$ cat src/rtl/rs_issue_sched_if.sv
// rs_issue_sched_if -- dispatch / wakeup / issue signal bundle for the
// reservation-station scheduler.
//
// Handshake: the issue side is strict valid/ready. issue_valid and
// issue_payload never depend on issue_ready. A transfer (fire) happens on a
// rising clk edge where issue_valid & issue_ready are both high. Dispatch is
// a write-enable (dispatch_we) qualified by is_full: a write while is_full is
// high is dropped, so the producer must stall on is_full.
//
// Modports:
//   master : upstream/FU side (drives dispatch, cdb, issue_ready)
//   slave  : the scheduler (drives is_full, issue_valid, issue_payload)
interface rs_issue_sched_if #(
  parameter int TAG_W     = 6,
  parameter int PAYLOAD_W = 64
);
  logic                 dispatch_we;
  logic [PAYLOAD_W-1:0] dispatch_payload;
  logic [TAG_W-1:0]     dispatch_src1_tag;
  logic                 dispatch_src1_rdy;
  logic [TAG_W-1:0]     dispatch_src2_tag;
  logic                 dispatch_src2_rdy;
  logic                 is_full;
  logic                 cdb_valid;
  logic [TAG_W-1:0]     cdb_tag;
  logic                 issue_valid;
  logic                 issue_ready;
  logic [PAYLOAD_W-1:0] issue_payload;

  modport master (
    output dispatch_we, dispatch_payload, dispatch_src1_tag, dispatch_src1_rdy,
           dispatch_src2_tag, dispatch_src2_rdy, cdb_valid, cdb_tag, issue_ready,
    input  is_full, issue_valid, issue_payload
  );

  modport slave (
    input  dispatch_we, dispatch_payload, dispatch_src1_tag, dispatch_src1_rdy,
           dispatch_src2_tag, dispatch_src2_rdy, cdb_valid, cdb_tag, issue_ready,
    output is_full, issue_valid, issue_payload
  );
endinterface

$ cat src/rtl/rs_issue_sched.sv
// rs_issue_sched -- age-ordered reservation station for one functional unit.
//
// Entries are kept compacted with slot 0 the oldest. Sources wake from CDB
// tag broadcasts (including same-cycle bypass on dispatch); the oldest entry
// with both sources ready is offered on the issue port. On fire the selected
// entry is removed and younger entries shift down one slot.
//
// Ports:
//   clk, reset : clock and synchronous active-high reset
//   flush      : squash all entries (mispredict / misload)
//   bus        : rs_issue_sched_if.slave (dispatch, cdb, issue, is_full)
//   occupancy, issue_stall_cnt : only when RS_OCCUPANCY_EN is defined;
//     registered entry count and a saturating count of cycles with
//     issue_valid & ~issue_ready (cleared by reset and flush).
//
// Optional feature macro: RS_OCCUPANCY_EN
module rs_issue_sched #(
  parameter int DEPTH     = 4,
  parameter int TAG_W     = 6,
  parameter int PAYLOAD_W = 64
) (
  input  logic clk,
  input  logic reset,
  input  logic flush,
  rs_issue_sched_if.slave bus
`ifdef RS_OCCUPANCY_EN
  ,
  output logic [$clog2(DEPTH+1)-1:0] occupancy,
  output logic [15:0]                issue_stall_cnt
`endif
);
  localparam int CW = $clog2(DEPTH + 1);
  localparam int IW = (DEPTH > 1) ? $clog2(DEPTH) : 1;

  logic                 valid_q   [DEPTH];
  logic [PAYLOAD_W-1:0] payload_q [DEPTH];
  logic [TAG_W-1:0]     s1_tag_q  [DEPTH];
  logic                 s1_rdy_q  [DEPTH];
  logic [TAG_W-1:0]     s2_tag_q  [DEPTH];
  logic                 s2_rdy_q  [DEPTH];
  logic [CW-1:0]        count_q;

  // Woken copy of current state, one extra zero slot so the shift-down can
  // read slot i+1 uniformly for the top entry.
  logic                 w_valid   [DEPTH+1];
  logic [PAYLOAD_W-1:0] w_payload [DEPTH+1];
  logic [TAG_W-1:0]     w_s1_tag  [DEPTH+1];
  logic                 w_s1_rdy  [DEPTH+1];
  logic [TAG_W-1:0]     w_s2_tag  [DEPTH+1];
  logic                 w_s2_rdy  [DEPTH+1];

  logic                 n_valid   [DEPTH];
  logic [PAYLOAD_W-1:0] n_payload [DEPTH];
  logic [TAG_W-1:0]     n_s1_tag  [DEPTH];
  logic                 n_s1_rdy  [DEPTH];
  logic [TAG_W-1:0]     n_s2_tag  [DEPTH];
  logic                 n_s2_rdy  [DEPTH];
  logic [CW-1:0]        n_count;

  logic          is_full, any_elig, issue_valid, fire, disp_ok;
  logic [IW-1:0] sel_idx;
  logic [CW-1:0] wr_idx;
  logic          d_s1_rdy, d_s2_rdy;

  assign is_full         = (count_q == CW'(DEPTH));
  assign issue_valid     = any_elig & ~flush;
  assign fire            = issue_valid & bus.issue_ready;
  assign disp_ok         = bus.dispatch_we & ~is_full & ~flush;
  // With a same-cycle issue the younger entries shift first, so the append
  // point moves down by one.
  assign wr_idx          = count_q - CW'(fire);
  assign d_s1_rdy        = bus.dispatch_src1_rdy | (bus.cdb_valid & (bus.cdb_tag == bus.dispatch_src1_tag));
  assign d_s2_rdy        = bus.dispatch_src2_rdy | (bus.cdb_valid & (bus.cdb_tag == bus.dispatch_src2_tag));
  assign bus.is_full     = is_full;
  assign bus.issue_valid = issue_valid;

  // Oldest-first select: scanning downward leaves the lowest eligible index.
  always_comb begin
    any_elig = 1'b0;
    sel_idx  = '0;
    for (int i = DEPTH - 1; i >= 0; i--) begin
      if (valid_q[i] && s1_rdy_q[i] && s2_rdy_q[i]) begin
        any_elig = 1'b1;
        sel_idx  = IW'(i);
      end
    end
    bus.issue_payload = issue_valid ? payload_q[sel_idx] : '0;
  end

  always_comb begin
    for (int i = 0; i < DEPTH; i++) begin
      w_valid[i]   = valid_q[i];
      w_payload[i] = payload_q[i];
      w_s1_tag[i]  = s1_tag_q[i];
      w_s2_tag[i]  = s2_tag_q[i];
      w_s1_rdy[i]  = s1_rdy_q[i] | (bus.cdb_valid & (bus.cdb_tag == s1_tag_q[i]));
      w_s2_rdy[i]  = s2_rdy_q[i] | (bus.cdb_valid & (bus.cdb_tag == s2_tag_q[i]));
    end
    w_valid[DEPTH]   = 1'b0;
    w_payload[DEPTH] = '0;
    w_s1_tag[DEPTH]  = '0;
    w_s1_rdy[DEPTH]  = 1'b0;
    w_s2_tag[DEPTH]  = '0;
    w_s2_rdy[DEPTH]  = 1'b0;

    for (int i = 0; i < DEPTH; i++) begin
      if (fire && (IW'(i) >= sel_idx)) begin
        n_valid[i]   = w_valid[i+1];
        n_payload[i] = w_payload[i+1];
        n_s1_tag[i]  = w_s1_tag[i+1];
        n_s1_rdy[i]  = w_s1_rdy[i+1];
        n_s2_tag[i]  = w_s2_tag[i+1];
        n_s2_rdy[i]  = w_s2_rdy[i+1];
      end else begin
        n_valid[i]   = w_valid[i];
        n_payload[i] = w_payload[i];
        n_s1_tag[i]  = w_s1_tag[i];
        n_s1_rdy[i]  = w_s1_rdy[i];
        n_s2_tag[i]  = w_s2_tag[i];
        n_s2_rdy[i]  = w_s2_rdy[i];
      end
      if (disp_ok && (CW'(i) == wr_idx)) begin
        n_valid[i]   = 1'b1;
        n_payload[i] = bus.dispatch_payload;
        n_s1_tag[i]  = bus.dispatch_src1_tag;
        n_s1_rdy[i]  = d_s1_rdy;
        n_s2_tag[i]  = bus.dispatch_src2_tag;
        n_s2_rdy[i]  = d_s2_rdy;
      end
      if (flush) n_valid[i] = 1'b0;
    end
    n_count = flush ? '0 : (count_q + CW'(disp_ok) - CW'(fire));
  end

  always_ff @(posedge clk) begin
    if (reset) begin
      valid_q <= '{default: 1'b0};
      count_q <= '0;
    end else begin
      valid_q <= n_valid;
      count_q <= n_count;
    end
  end

  // Entry contents are don't-care while the valid bit is low.
  always_ff @(posedge clk) begin
    payload_q <= n_payload;
    s1_tag_q  <= n_s1_tag;
    s1_rdy_q  <= n_s1_rdy;
    s2_tag_q  <= n_s2_tag;
    s2_rdy_q  <= n_s2_rdy;
  end

`ifdef RS_OCCUPANCY_EN
  assign occupancy = count_q;

  always_ff @(posedge clk) begin
    if (reset || flush) begin
      issue_stall_cnt <= '0;
    end else if (issue_valid && !bus.issue_ready && (issue_stall_cnt != 16'hFFFF)) begin
      issue_stall_cnt <= issue_stall_cnt + 16'd1;
    end
  end
`endif
endmodule

$ cat src/flat_wrapper.sv
// flat-port wrapper written by rule: the top's interface ports become plain ports
module rs_issue_sched_flat 
#(
  parameter int DEPTH     = 4,
  parameter int TAG_W     = 6,
  parameter int PAYLOAD_W = 64
)
  (clk, reset, flush, bus_dispatch_we, bus_dispatch_payload, bus_dispatch_src1_tag, bus_dispatch_src1_rdy, bus_dispatch_src2_tag, bus_dispatch_src2_rdy, bus_cdb_valid, bus_cdb_tag, bus_issue_ready, bus_is_full, bus_issue_valid, bus_issue_payload);
  rs_issue_sched_if #(.TAG_W(TAG_W), .PAYLOAD_W(PAYLOAD_W)) bus_i ();
  input  logic clk;
  input  logic reset;
  input  logic flush;
  input wire logic [$bits(bus_i.dispatch_we)-1:0] bus_dispatch_we;
  input wire logic [$bits(bus_i.dispatch_payload)-1:0] bus_dispatch_payload;
  input wire logic [$bits(bus_i.dispatch_src1_tag)-1:0] bus_dispatch_src1_tag;
  input wire logic [$bits(bus_i.dispatch_src1_rdy)-1:0] bus_dispatch_src1_rdy;
  input wire logic [$bits(bus_i.dispatch_src2_tag)-1:0] bus_dispatch_src2_tag;
  input wire logic [$bits(bus_i.dispatch_src2_rdy)-1:0] bus_dispatch_src2_rdy;
  input wire logic [$bits(bus_i.cdb_valid)-1:0] bus_cdb_valid;
  input wire logic [$bits(bus_i.cdb_tag)-1:0] bus_cdb_tag;
  input wire logic [$bits(bus_i.issue_ready)-1:0] bus_issue_ready;
  output wire logic [$bits(bus_i.is_full)-1:0] bus_is_full;
  output wire logic [$bits(bus_i.issue_valid)-1:0] bus_issue_valid;
  output wire logic [$bits(bus_i.issue_payload)-1:0] bus_issue_payload;
  assign bus_i.dispatch_we = bus_dispatch_we;
  assign bus_i.dispatch_payload = bus_dispatch_payload;
  assign bus_i.dispatch_src1_tag = bus_dispatch_src1_tag;
  assign bus_i.dispatch_src1_rdy = bus_dispatch_src1_rdy;
  assign bus_i.dispatch_src2_tag = bus_dispatch_src2_tag;
  assign bus_i.dispatch_src2_rdy = bus_dispatch_src2_rdy;
  assign bus_i.cdb_valid = bus_cdb_valid;
  assign bus_i.cdb_tag = bus_cdb_tag;
  assign bus_i.issue_ready = bus_issue_ready;
  assign bus_is_full = bus_i.is_full;
  assign bus_issue_valid = bus_i.issue_valid;
  assign bus_issue_payload = bus_i.issue_payload;
  rs_issue_sched #(.DEPTH(DEPTH), .TAG_W(TAG_W), .PAYLOAD_W(PAYLOAD_W)) u_core (.clk(clk), .reset(reset), .flush(flush), .bus(bus_i));
endmodule
$ cat config.mk
export PLATFORM = sky130hd
export DESIGN_NAME = rs_issue_sched_flat
export DESIGN_NICKNAME = d
export VERILOG_FILES = /design/src/rtl/rs_issue_sched_if.sv /design/src/rtl/rs_issue_sched.sv /design/src/flat_wrapper.sv
export SDC_FILE = /design/constraint.sdc
export NUM_CORES = 1
export LEC_CHECK = 0
export ABC_AREA = 1
export BUFFER_PORTS_ARGS = -buffer_cell sky130_fd_sc_hd__buf_2
export CORE_UTILIZATION = 49
export CTS_BUF_LIST = sky130_fd_sc_hd__clkbuf_2
export DETAILED_ROUTE_END_ITERATION = 16
export PLACE_DENSITY = 0.77
export SYNTH_ARGS = -nofsm -noshare
export SYNTH_HDL_FRONTEND = slang
export SYNTH_SLANG_ARGS = --single-unit
$ cat constraint.sdc
create_clock -name clk -period 15.2 [get_ports clk]
set_input_delay 0.76 -clock clk [delete_from_list [all_inputs] [get_ports clk]]
set_output_delay 0.76 -clock clk [all_outputs]
set_load 0.03 [all_outputs]
==> key figures, run 1 <==
Final layout
  – Fin area: 18200 um^2
  – Most common cell after layout, fill and taps aside: nand2_1
  – Area growth, synth to finish: 8.39%
  – Nets@finish: 2131
  – Fin util: 54.0%
  – Filler Cell Count: 2997
  – Share of layout cells above drive strength 1: 15.2%
  – Commonest non-fill, non-tap cells in the layout: nand2_1, edfxtp_1, inv_1, a21oi_1, buf_2

Logic synthesis
  – Mapped Cells: 1910
  – Post-synth top area share: 54.5%
  – Ys flop type: edfxtp_1
  – Count of yosys warnings during synthesis: 0
  – Main combinational cell family by area after synthesis: simple AND/OR/NAND/NOR gates
  – Synth Area in XOR/XNOR: 0.941%
  – Synth Area in Simple Gates: 16.6%
  – Synth top area cells: edfxtp_1, nand2_1, a21oi_1
  – Synth Area in Compound Gates: 15.3%
  – Count of cell types in the netlist: 34
  – Synth area leader: edfxtp_1
  – Seq/Total Area, Yosys: 56.3%
  – Post-synth EDFFs: 304
  – Post-Synth Adder-Cell Area: 0.343%
  – Mux contribution to synthesized area: 0%
  – Post-synthesis async set-or-reset flop share: 0%
  – Synthesized cell area: 16800 um^2
  – Mean area per synthesized cell: 8.77 um^2
  – Synthesized net count: 2004
  – Post-synthesis register bit count: 319

Timing
  – Skew final: 0.0596 ns
  – Fin. Hold Viols: 0
  – Crit share post-route: 32.7%
  – Slew Viols, Final: 0
  – RSZ-0062 raised after global routing: no
  – Setup TNS: 0 ns
  – Worst-margin pin slew: 1.19 ns
  – Worst hold slack: 0.182 ns
  – Fin crit period: 4.97 ns
  – Max_slew headroom: 20.8%
  – Endpoints failing setup: 0
  – Fmax: 201 MHz

Power
  – PwrDens: 92.4 nW/um^2
  – Max VDD drop: 0.0393 mV
  – LEAKAGE: 8.21 nW

Clocking
  – Postcts setup bufs: 0
  – H-tree depth: 3
  – Hold Buf Count CTS: 0
  – CTS sink count: 319
  – Total CTS buffers: 79
  – Post-CTS sizing: 0
  – Root Buffer: clkbuf_2
  – Clock Path Buffers: 3
  – CTS tree: built
  – Worst-Skew Late Latency: 0.91 ns
  – Clock-pin slew on the worst setup and hold paths: 0.11 ns

Floorplan
  – Core Region: 33600 um^2
  – Initial Util: 49.8%
  – # IOs: 156
  – Die W: 187 um
  – Row cnt: 67
  – Die Footprint: 34900 um^2
  – Die Span Y: 187 um

GRT
  – Largest net degree at the start of global routing: 115
  – Global-route wire length before repair: 67900 um
  – Vias in the first global route: 13.2k
  – Total routing usage reported by global routing: 24.5%
  – Initial antenna violation count: 1
  – Total gr overflow: 0

Route
  – Wire per inst: 17.1 um
  – DR iter-0 viols: 1289
  – Detailed-route via count: 13.6k
  – Drt first pass iters: 5
  – Antenna Nets Post-Route: 0
  – Via density: 5.38
  – DRT Wirelength: 43400 um
  – DRC Markers: 0

Placed design
  – Placed Area: 17500 um^2
  – GP Congestion: 0.902
  – I/O Buffers: 155
  – Post-DP HPWL: 26100 um

Worst setup path
  – Crit Path Class: register to output pin
  – Critical-path cell list: nand3_1 > nand2_1 > nor2_4 > buf_4 > inv_2 > buf_4 > a21oi_1 > o21ai_0 > a21oi_1 > buf_2
  – Critical path's slowest cell: buf_4
  – Crit Path Max Fanout: 65
  – Worst Setup SP: u_core.valid_q[3]
  – Critical path startpoint category: register
  – Req. time, crit path: 14.44 ns
  – WP data arrival: 4.21 ns
  – CP peak stage delay: 0.65 ns
  – Worst setup EP type: output pin
  – Worst R2R Start: u_core.valid_q[3]

Run status
  – Status: complete, no violations

Run
  – Max-Cap Viols: 0

Min path
  – Tightest Hold Check Type: input port to register
  – Hold path start: bus_dispatch_payload[15]
[final timing paths]
path                                end  slack, ns  depth (start not counted)
setup reg to reg  u_core.payload_q[228]      10.36                         11
hold / removal    u_core.payload_q[143]       0.18                          3
setup / recovery   bus_issue_payload[7]      10.23                         10
hold reg to reg       u_core.valid_q[3]       0.51                          2
[synthesized netlist by cell type (6+ instances only)]
master and count:
o21ai_1 142, edfxtp_1 304, inv_1 259, buf_1 19, a21oi_1 199, o21ai_0 152, xnor2_1 10, clkbuf_1 31
buf_6 30, xor2_1 8, nand3_2 6, nand4_1 7, nor2_1 106, dfxtp_1 15, nor3_1 7, buf_4 11
buf_2 33, nand2_1 439, nand3_1 98
[power by group]
group          switching [W]  internal (W)  total [W]
registers          0.0000106      0.000981   0.000991
clock network       0.000338      0.000210   0.000547
logic              0.0000980     0.0000419   0.000140
[layer usage]
metal | part of all wire [%] | global-route usage, %
met1 | 41 | 31.2
met2 | 47 | 40.2
met3 | 8.5 | 5.44
met4 | 3.0 | 10.8
met5 | 0 | 0
[flip-flops by register name (all words and copies together) (netlist names)]
register          flops
u_core.s1_tag_q      24
u_core.count_q        3
u_core.payload_q    256
u_core.s1_rdy_q       4
u_core.s2_tag_q      24
u_core.valid_q        4
u_core.s2_rdy_q       4
[metrics by stage]
step / instances / power [W] / setup slack, ns
floorplan: 1910 / 0.00111 / 7.58
global placement: 2404 / 0.00114 / 10.45
detailed placement: 2404 / 0.00115 / 10.36
CTS: 2533 / 0.00169 / 10.17
global route: 2534 / 0.00175 / 9.99
finish: 2534 / 0.00168 / 10.23
[critical path, delay by kind of cell (launching register included)]
family / cells / cell delay [ns]
flops: 1 / 0.35
simple gates: 3 / 0.52
buf+inv: 4 / 1.72
compound gates: 3 / 0.69
[cell type report]
| cell class | instances | area [um^2] | area share [%] |
|---|---|---|---|
| timing repair buffer | 170 | 888 | 4.89 |
| inverter | 265 | 995 | 5.48 |
| sequential | 319 | 9430 | 51.9 |
| clock inverter | 18 | 95.1 | 0.524 |
| multi-input combinational | 1202 | 5640 | 31.0 |
| clock buffer | 111 | 556 | 3.06 |
| antenna | 1 | 2.50 | 0.0138 |
| tap | 448 | 561 | 3.09 |
[cells by family (layout without fill, tap and decap cells)]
family / after synthesis / in the layout
AND/OR/NAND/NOR: 674 / 674
flip-flops: 319 / 319
other: 0 / 1
AO/OA/AOI/OAI: 506 / 506
XOR/XNOR: 18 / 18
buffers and inverters: 389 / 564
adder cells (fa/ha/maj): 4 / 4
Power figures use the tool's default switching activity.
==> run 2, diff against run 1 <==
- ABC_AREA: 1 -> 0
- clock period: 15.2 -> 4.7 ns (I/O delays scaled with it)
==> run 2 against run 1 <==
Hold slack worse by 0.075 ns. Register-to-register slack worse by 9.5 ns. Highest routed layer unchanged. Worst setup slack worse by 9.4 ns. Sequential power rose to 3.2 times the previous value. Sequential share of layout area shrank 2.0 points. Routed wire length decreased by 3.9%. Critical path type unchanged. Critical path depth fell by 3. Area after synthesis down 3.4%. Cell count decreased by 22%. Global-route usage rose by 0.42 points.
==> key figures, run 2 <==
Worst setup path
  – Crit-path leading delay family: buffers and inverters
  – Critical-path cell list: nand3_1 > o211ai_1 > buf_4 > a21o_1 > a21oi_1 > a311oi_1 > buf_2
  – CP peak stage delay: 0.73 ns (+0.08 ns)
  – Crit Path Max Fanout: 76 (+17%)
  – Critical path's slowest cell: buf_4
  – Req. time, crit path: 4.47 ns (-9.97 ns)
  – Critical path startpoint category: register
  – Crit path capture: bus_issue_payload[21]
  – WP data arrival: 3.67 ns (-0.54 ns)
  – CP Buf/Inv Count: 2 (-2)
  – Crit. path cell count: 7 (-3)
  – Crit Path Class: register to output pin
  – Worst setup EP type: output pin
  – Worst R2R Start: u_core.valid_q[1]
  – Worst reg2reg setup slack: 0.90 ns (-9.46 ns)
  – Worst Setup SP: u_core.s2_rdy_q[3]
  – RR Endpoint: u_core.s1_tag_q[8]
  – Register-to-Register Path Depth: 10 (-1)

Min path
  – WHS Path Cells: 5 (+2)
  – Hold path start: bus_cdb_tag[4]
  – Tightest Hold Check Type: input port to register

Final layout
  – Nets@finish: 1567 (-26%)
  – Commonest non-fill, non-tap cells in the layout: edfxtp_1, mux2_2, buf_2, nand2_1, clkbuf_2
  – Share of layout cells above drive strength 1: 36.3% (+21 points)
  – Most common cell after layout, fill and taps aside: edfxtp_1
  – Largest registers: u_core.payload_q x256, u_core.s1_tag_q x24, u_core.s2_tag_q x24
  – Area growth, synth to finish: 16.6%
  – Max FFs per register: 256 (unchanged)
  – Filler Cell Count: 2704 (-9.8%)
  – Largest Register: u_core.payload_q
  – Fin cells: 1964 (-22%)

Power
  – P_int: 0.00402 W (+230%)
  – Switching pwr: 0.00137 W (+210%)
  – Comb power frac: 7.8% (-0.5 points)
  – PwrDens: 285 nW/um^2 (+210%)
  – LEAKAGE: 6.99 nW (-15%)
  – Sequential share of power: 59.5% (+0.4 points)
  – Sw Ratio: 25.4% (-1.2 points)
  – Clock power share: 32.8% (+0.2 points)
  – Max VDD drop: 0.174 mV (+340%)

Timing
  – Setup TNS: 0 ns (unchanged)
  – RSZ-0062 raised after global routing: no
  – Skew final: 0.0677 ns (+0.00802 ns)
  – Fin crit period: 3.90 ns
  – Endpoints failing setup: 0 (unchanged)
  – Fin. Hold Viols: 0 (unchanged)
  – Slew Viols, Final: 0 (unchanged)
  – Crit share post-route: 83.1%
  – Worst-margin pin slew: 1.06 ns (-0.130 ns)
  – Fmax: 256 MHz
  – Max_slew headroom: 29.2% (+8.4 points)

Floorplan
  – # IOs: 156 (unchanged)
  – Die Footprint: 33800 um^2 (-3.3%)
  – Die W: 184 um (-1.7%)
  – Die Span Y: 184 um (-1.7%)
  – Row cnt: 66 (-1.5%)
  – Initial Util: 49.8% (-0.076 points)
  – Core Region: 32500 um^2 (-3.2%)

Route
  – Routed wl met3: 2810 um (-24%)
  – Wire per inst: 21.2 um (+24%)
  – Via density: 5.85 (+8.7%)
  – Detailed-route via count: 11.5k (-16%)
  – Met1 WL: 17900 um (about the same)
  – DRC Markers: 0 (unchanged)
  – Top sig layer: met4
  – DRT Wirelength: 41700 um (-3.9%)
  – Drt first pass iters: 5 (unchanged)
  – DR iter-0 viols: 893 (-31%)
  – Antenna Nets Post-Route: 0 (unchanged)
  – Met2 wire length: 20100 um (-2.4%)

GRT
  – Total routing usage reported by global routing: 24.9% (+0.42 points)
  – Global-route wire length before repair: 65300 um (-3.8%)
  – Total gr overflow: 0 (unchanged)
  – Vias in the first global route: 11.9k (-9.7%)
  – Largest net degree at the start of global routing: 82 (-29%)
  – Initial antenna violation count: 2 (+1)

Logic synthesis
  – Count leader, synth: edfxtp_1
  – Synth area leader: edfxtp_1
  – Post-synthesis async set-or-reset flop share: 0% (unchanged)
  – Count of yosys warnings during synthesis: 0 (unchanged)
  – Mean area per synthesized cell: 13.3 um^2 (+51%)
  – Synthesized net count: 1316 (-34%)
  – Ys flop type: edfxtp_1
  – Post-synth top area share: 56.4% (+1.9 points)
  – Post-synthesis register bit count: 319 (unchanged)
  – Count of cell types in the netlist: 51 (+50%)
  – Post-synth EDFFs: 304 (unchanged)
  – Mapped Cells: 1222 (-36%)
  – Seq/Total Area, Yosys: 58.2% (+2.0 points)
  – Synthesized cell area: 16200 um^2 (-3.4%)
  – Synth top area cells: edfxtp_1, mux2_2, a311oi_1
  – Post-synth top cells: edfxtp_1, mux2_2, nand2_1

Clocking
  – Worst-Skew Late Latency: 0.90 ns (about the same)
  – H-tree depth: 3 (unchanged)
  – Root Buffer: clkbuf_2
  – CTS sink count: 319 (unchanged)
  – Clock-pin slew on the worst setup and hold paths: 0.11 ns (about the same)
  – CTS tree: built
  – Total CTS buffers: 81 (+2.5%)
  – Postcts setup bufs: 0 (unchanged)
  – Clock Path Buffers: 3 (unchanged)

Run status
  – Status: complete, no violations

Run
  – Max-Cap Viols: 0 (unchanged)

Placed design
  – Placed Cells: 1745 (-27%)
  – I/O Buffers: 155 (unchanged)
  – Post-DP HPWL: 23700 um (-9.4%)
  – GP Congestion: 0.866 (-4.0%)
==> run 2: cell count changes in the layout (fill, tap and decap cells not counted), moves of 67 or more <==
cell / before / now
nand2_1: 436 / 139
and3_1: 0 / 67
o21ai_1: 142 / 0
a21oi_1: 199 / 67
inv_1: 258 / 7
dlygate4sd3_1: 0 / 87
mux2_2: 0 / 216
o21ai_0: 150 / 7
nand3_1: 98 / 4
nor2_1: 105 / 12
==> run 2: logic make-up after synthesis <==
logic type                 count (synthesis)  share of synthesized area [%]
and+or+nand+nor                          271                           8.17
muxes                                    234                           16.2
AOI/OAI and AO/OA                        227                           10.2
DFF                                      319                           58.2
buffers and inverters                    104                           3.33
adders and majority gates                  4                          0.355
xor gates and xnor gates                  63                           3.45
==> run 2: worst min path at each step <==
stage                               endpoint  slack (ns)
after global placement     u_core.valid_q[0]        0.47
final                     u_core.s1_rdy_q[2]        0.11
after CTS                 u_core.s1_rdy_q[2]        0.05
after detailed placement   u_core.valid_q[0]        0.47
after global routing      u_core.s1_rdy_q[2]        0.11
after floorplan           u_core.s1_rdy_q[1]        0.41
==> run 2: metrics by stage <==
step / area (um^2) / setup WS [ns] / utilization, % / power, W / hold slack [ns]
global placement: 17300 / 1.13 / 53.3 / 0.00361 / 0.470
finish: 18900 / 0.796 / 58.0 / 0.00539 / 0.108
CTS: 18900 / 0.721 / 58.0 / 0.00543 / 0.0508
global route: 18900 / 0.653 / 58.0 / 0.00561 / 0.112
detailed placement: 17300 / 1.05 / 53.3 / 0.00362 / 0.473
floorplan: 16200 / 0.537 / - / 0.00348 / 0.406
==> run 2: worst reg2reg max path, stage by stage (launching register included) <==
cell	delay (ns)
dfxtp_1	0.42
nand3_1	0.24
a41oi_4	0.43
nand2_1	0.18
inv_1	0.09
ha_1	0.18
nor2_1	0.12
o2111a_2	0.31
nand2_4	0.31
buf_4	0.80
mux2_2	0.44
==> run 2: routing by layer <==
layer,vias to the layer above,global-route usage (%)
met3,81,3.94
li1,5215,-
met5,-,0
met2,464,41.4
met1,5724,32.9
met4,0,9.43
==> run 2: timing repair <==
item,4_1_cts,5_1_grt
setup endpoints to repair,0,0
hold buffers,87,0
hold endpoints to repair,319,0
resized for setup,0,0
==> run 2: power groups by stage <==
stage               clock, W  combinational, W  sequential [W]
global route         0.00195          0.000452         0.00321
floorplan                  0          0.000224         0.00326
finish               0.00176          0.000420         0.00320
global placement           0          0.000352         0.00326
detailed placement         0          0.000357         0.00327
CTS                  0.00181          0.000417         0.00320
==> run 2: final cells by class <==
cell class	instances	area (um^2)	area share, %
Sequential cell	319	9430	50.0
Antenna cell	2	5.00	0.0265
Clock buffer	118	591	3.13
Clock inverter	12	66.3	0.351
Timing Repair Buffer	264	1900	10.1
Tap cell	442	553	2.93
Multi-Input combinational cell	799	6300	33.4
Inverter	8	30.0	0.159
==> run 3, diff against run 2 <==
- ABC_AREA: 0 -> 1
- clock period: 4.7 -> 3.8 ns (I/O delays scaled with it)
==> run 3 against run 2 <==
Via count is 25% higher. Sequential power is 24% higher. Flip-flop and latch count stayed put. Routed wire length is 8.1% higher. Worst setup slack worse by 0.57 ns. Total power is 31% higher. Global-route usage is 0.74 points higher. Count of clock-buffer cells in the layout is 13 higher. Critical path depth is 6 higher. Clock power is 38% higher. Die area is 3.4% higher. Core utilization is 0.20 points lower.
==> key figures, run 3 (same netlist as run 1, synthesis figures left out) <==
Run status
  – Status: complete, no violations

Timing
  – RSZ-0062 raised after global routing: no
  – Fin. Hold Viols: 0 (unchanged)
  – Skew final: 0.0664 ns (-0.00128 ns)
  – Fin crit period: 3.57 ns
  – Fmax: 280 MHz
  – Crit share post-route: 94.0%
  – Worst hold slack: 0.0878 ns (-0.0198 ns)
  – Max_slew headroom: 29.9% (+0.67 points)
  – Final WS setup: 0.227 ns (-0.569 ns)
  – Slew Viols, Final: 0 (unchanged)
  – Endpoints failing setup: 0 (unchanged)
  – Worst-margin pin slew: 1.05 ns (-0.00598 ns)

Final layout
  – Nets@finish: 2242 (+43%)
  – Largest Register: u_core.payload_q
  – Area of the multi-input gates: 5640 um^2 (-11%)
  – Largest registers: u_core.payload_q x256, u_core.s1_tag_q x24, u_core.s2_tag_q x24
  – Share of layout cells above drive strength 1: 15.8% (-21 points)
  – Commonest non-fill, non-tap cells in the layout: nand2_1, edfxtp_1, inv_1, a21oi_1, buf_2
  – Area growth, synth to finish: 16.0%
  – Most common cell after layout, fill and taps aside: nand2_1
  – Max FFs per register: 256 (unchanged)
  – Seq. cell area: 9430 um^2 (unchanged)
  – Fin cells: 2653 (+35%)
  – Filler Cell Count: 2945 (+8.9%)

Worst setup path
  – Crit Path Max Fanout: 64 (-16%)
  – Req. time, crit path: 4.63 ns (+0.16 ns)
  – WP data arrival: 4.41 ns (+0.74 ns)
  – Worst R2R Start: u_core.s1_rdy_q[3]
  – Worst setup EP type: register
  – RR Endpoint: u_core.s2_rdy_q[3]
  – Critical path startpoint category: register
  – Register-to-Register Path Depth: 13 (+3)
  – Crit Path Class: register to register
  – Worst reg2reg setup slack: 0.23 ns (-0.67 ns)

Clocking
  – CTS sink count: 319 (unchanged)
  – Clock-pin slew on the worst setup and hold paths: 0.10 ns (about the same)
  – Total CTS buffers: 84 (+3.7%)
  – H-tree depth: 3 (unchanged)
  – Root Buffer: clkbuf_2
  – Clock Path Buffers: 3 (unchanged)
  – Postcts setup bufs: 0 (unchanged)
  – CTS tree: built
  – Worst-Skew Late Latency: 0.89 ns (about the same)

GRT
  – Global-route wire length before repair: 71400 um (+9.4%)
  – Total gr overflow: 0 (unchanged)
  – Vias in the first global route: 14.2k (+19%)
  – Largest net degree at the start of global routing: 119 (+45%)
  – Total routing usage reported by global routing: 25.7% (+0.74 points)
  – Initial antenna violation count: 1 (-1)

Route
  – Wire per inst: 17.0 um (-20%)
  – Drt first pass iters: 5 (unchanged)
  – Antenna Nets Post-Route: 0 (unchanged)
  – DR iter-0 viols: 1284 (+44%)
  – DRT Wirelength: 45100 um (+8.1%)
  – Via density: 5.40 (-7.7%)
  – Detailed-route via count: 14.3k (+25%)
  – DRC Markers: 0 (unchanged)

Power
  – Total power draw: 0.00705 W (+31%)
  – Max VDD drop: 0.181 mV (+3.9%)
  – PwrDens: 363 nW/um^2 (+27%)
  – LEAKAGE: 8.79 nW (+26%)

Min path
  – Min-Delay Endpoint: u_core.s2_rdy_q[0]
  – Hold path start: bus_cdb_tag[4]
  – WHS Path Cells: 7 (+2)
  – Tightest Hold Check Type: input port to register

Placed design
  – Pre-CTS setup slack: 0.512 ns (-0.536 ns)
  – Placed Cells: 2416 (+38%)
  – Post-DP HPWL: 26100 um (+10%)
  – GP Congestion: 0.848 (-2.1%)
  – I/O Buffers: 155 (unchanged)

Floorplan
  – Die W: 187 um (+1.7%)
  – # IOs: 156 (unchanged)
  – Die Footprint: 34900 um^2 (+3.4%)
  – Row cnt: 67 (+1.5%)
  – Core Region: 33600 um^2 (+3.3%)
  – Initial Util: 49.8% (+0.076 points)
  – Die Span Y: 187 um (+1.7%)

Run
  – Max-Cap Viols: 0 (unchanged)
-- run 3: what timing repair did --
| item | CTS | global route |
|---|---|---|
| hold endpoints to repair | 319 | 0 |
| hold buffers | 94 | 0 |
| endpoints found under the setup margin | 0 | 1 |
| gates resized for setup | 0 | 1 |
-- run 3: through the flow --
stage          setup TNS, ns  instance area (um^2)  util (%)
6_report                   0                 19400      57.8
5_1_grt                    0                 19400      57.8
4_1_cts                    0                 19400      57.8
3_5_place_dp               0                 17700      52.8
3_3_place_gp               0                 17700      52.8
2_1_floorplan          -9.98                 16800         -
-- run 3: cell type report --
class	instances	share of cell area, %
Sequential cell	319	48.5
Multi-Input combinational cell	1202	29.0
Timing Repair Buffer	276	10.6
Inverter	265	5.12
Clock buffer	131	3.37
Tap cell	448	2.88
Clock inverter	11	0.483
Antenna cell	1	0.0129
-- run 3: worst max-delay path: stages (launching register included) --
cell and delay [ns]:
dfxtp_1 0.35, nand3_1 0.20, nand2_1 0.18, nor2_2 0.23, nor2_8 0.07, nand3_4 0.13
inv_1 0.06, ha_1 0.19, xor2_1 0.16, nor3_2 0.54, buf_6 0.60, nand3_1 0.14
nand2_1 0.09, dlygate4sd3_1 0.55
-- run 3: layer usage --
metal	wire (um)	part of all wire, %	global-route usage [%]
met5	0	0	0
met4	1580	3.5	12.5
met3	4120	9.1	5.35
met2	21400	47	42.8
met1	18000	40	31.8
-- run 3: worst max path at each step --
stage	startpoint	endpoint	slack (ns)	depth (start not counted)
4_1_cts	u_core.s1_rdy_q[3]	u_core.s2_rdy_q[3]	0.09	13
3_5_place_dp	u_core.s1_rdy_q[3]	u_core.payload_q[154]	0.51	12
5_1_grt	u_core.s1_rdy_q[3]	u_core.s2_rdy_q[3]	0.05	11
2_1_floorplan	u_core.s1_rdy_q[3]	u_core.s1_rdy_q[0]	-0.14	14
3_3_place_gp	u_core.s1_rdy_q[3]	u_core.payload_q[120]	0.65	14
6_report	u_core.s1_rdy_q[3]	u_core.s2_rdy_q[3]	0.23	13
-- run 3: power by group --
group / switching (W) / leakage [nW] / internal (W)
sequential: 0.0000430 / 3.03 / 0.00392
combinational: 0.000414 / 5.17 / 0.000250
clock: 0.00140 / 0.595 / 0.00103
total: 0.00186 / 8.79 / 0.00520
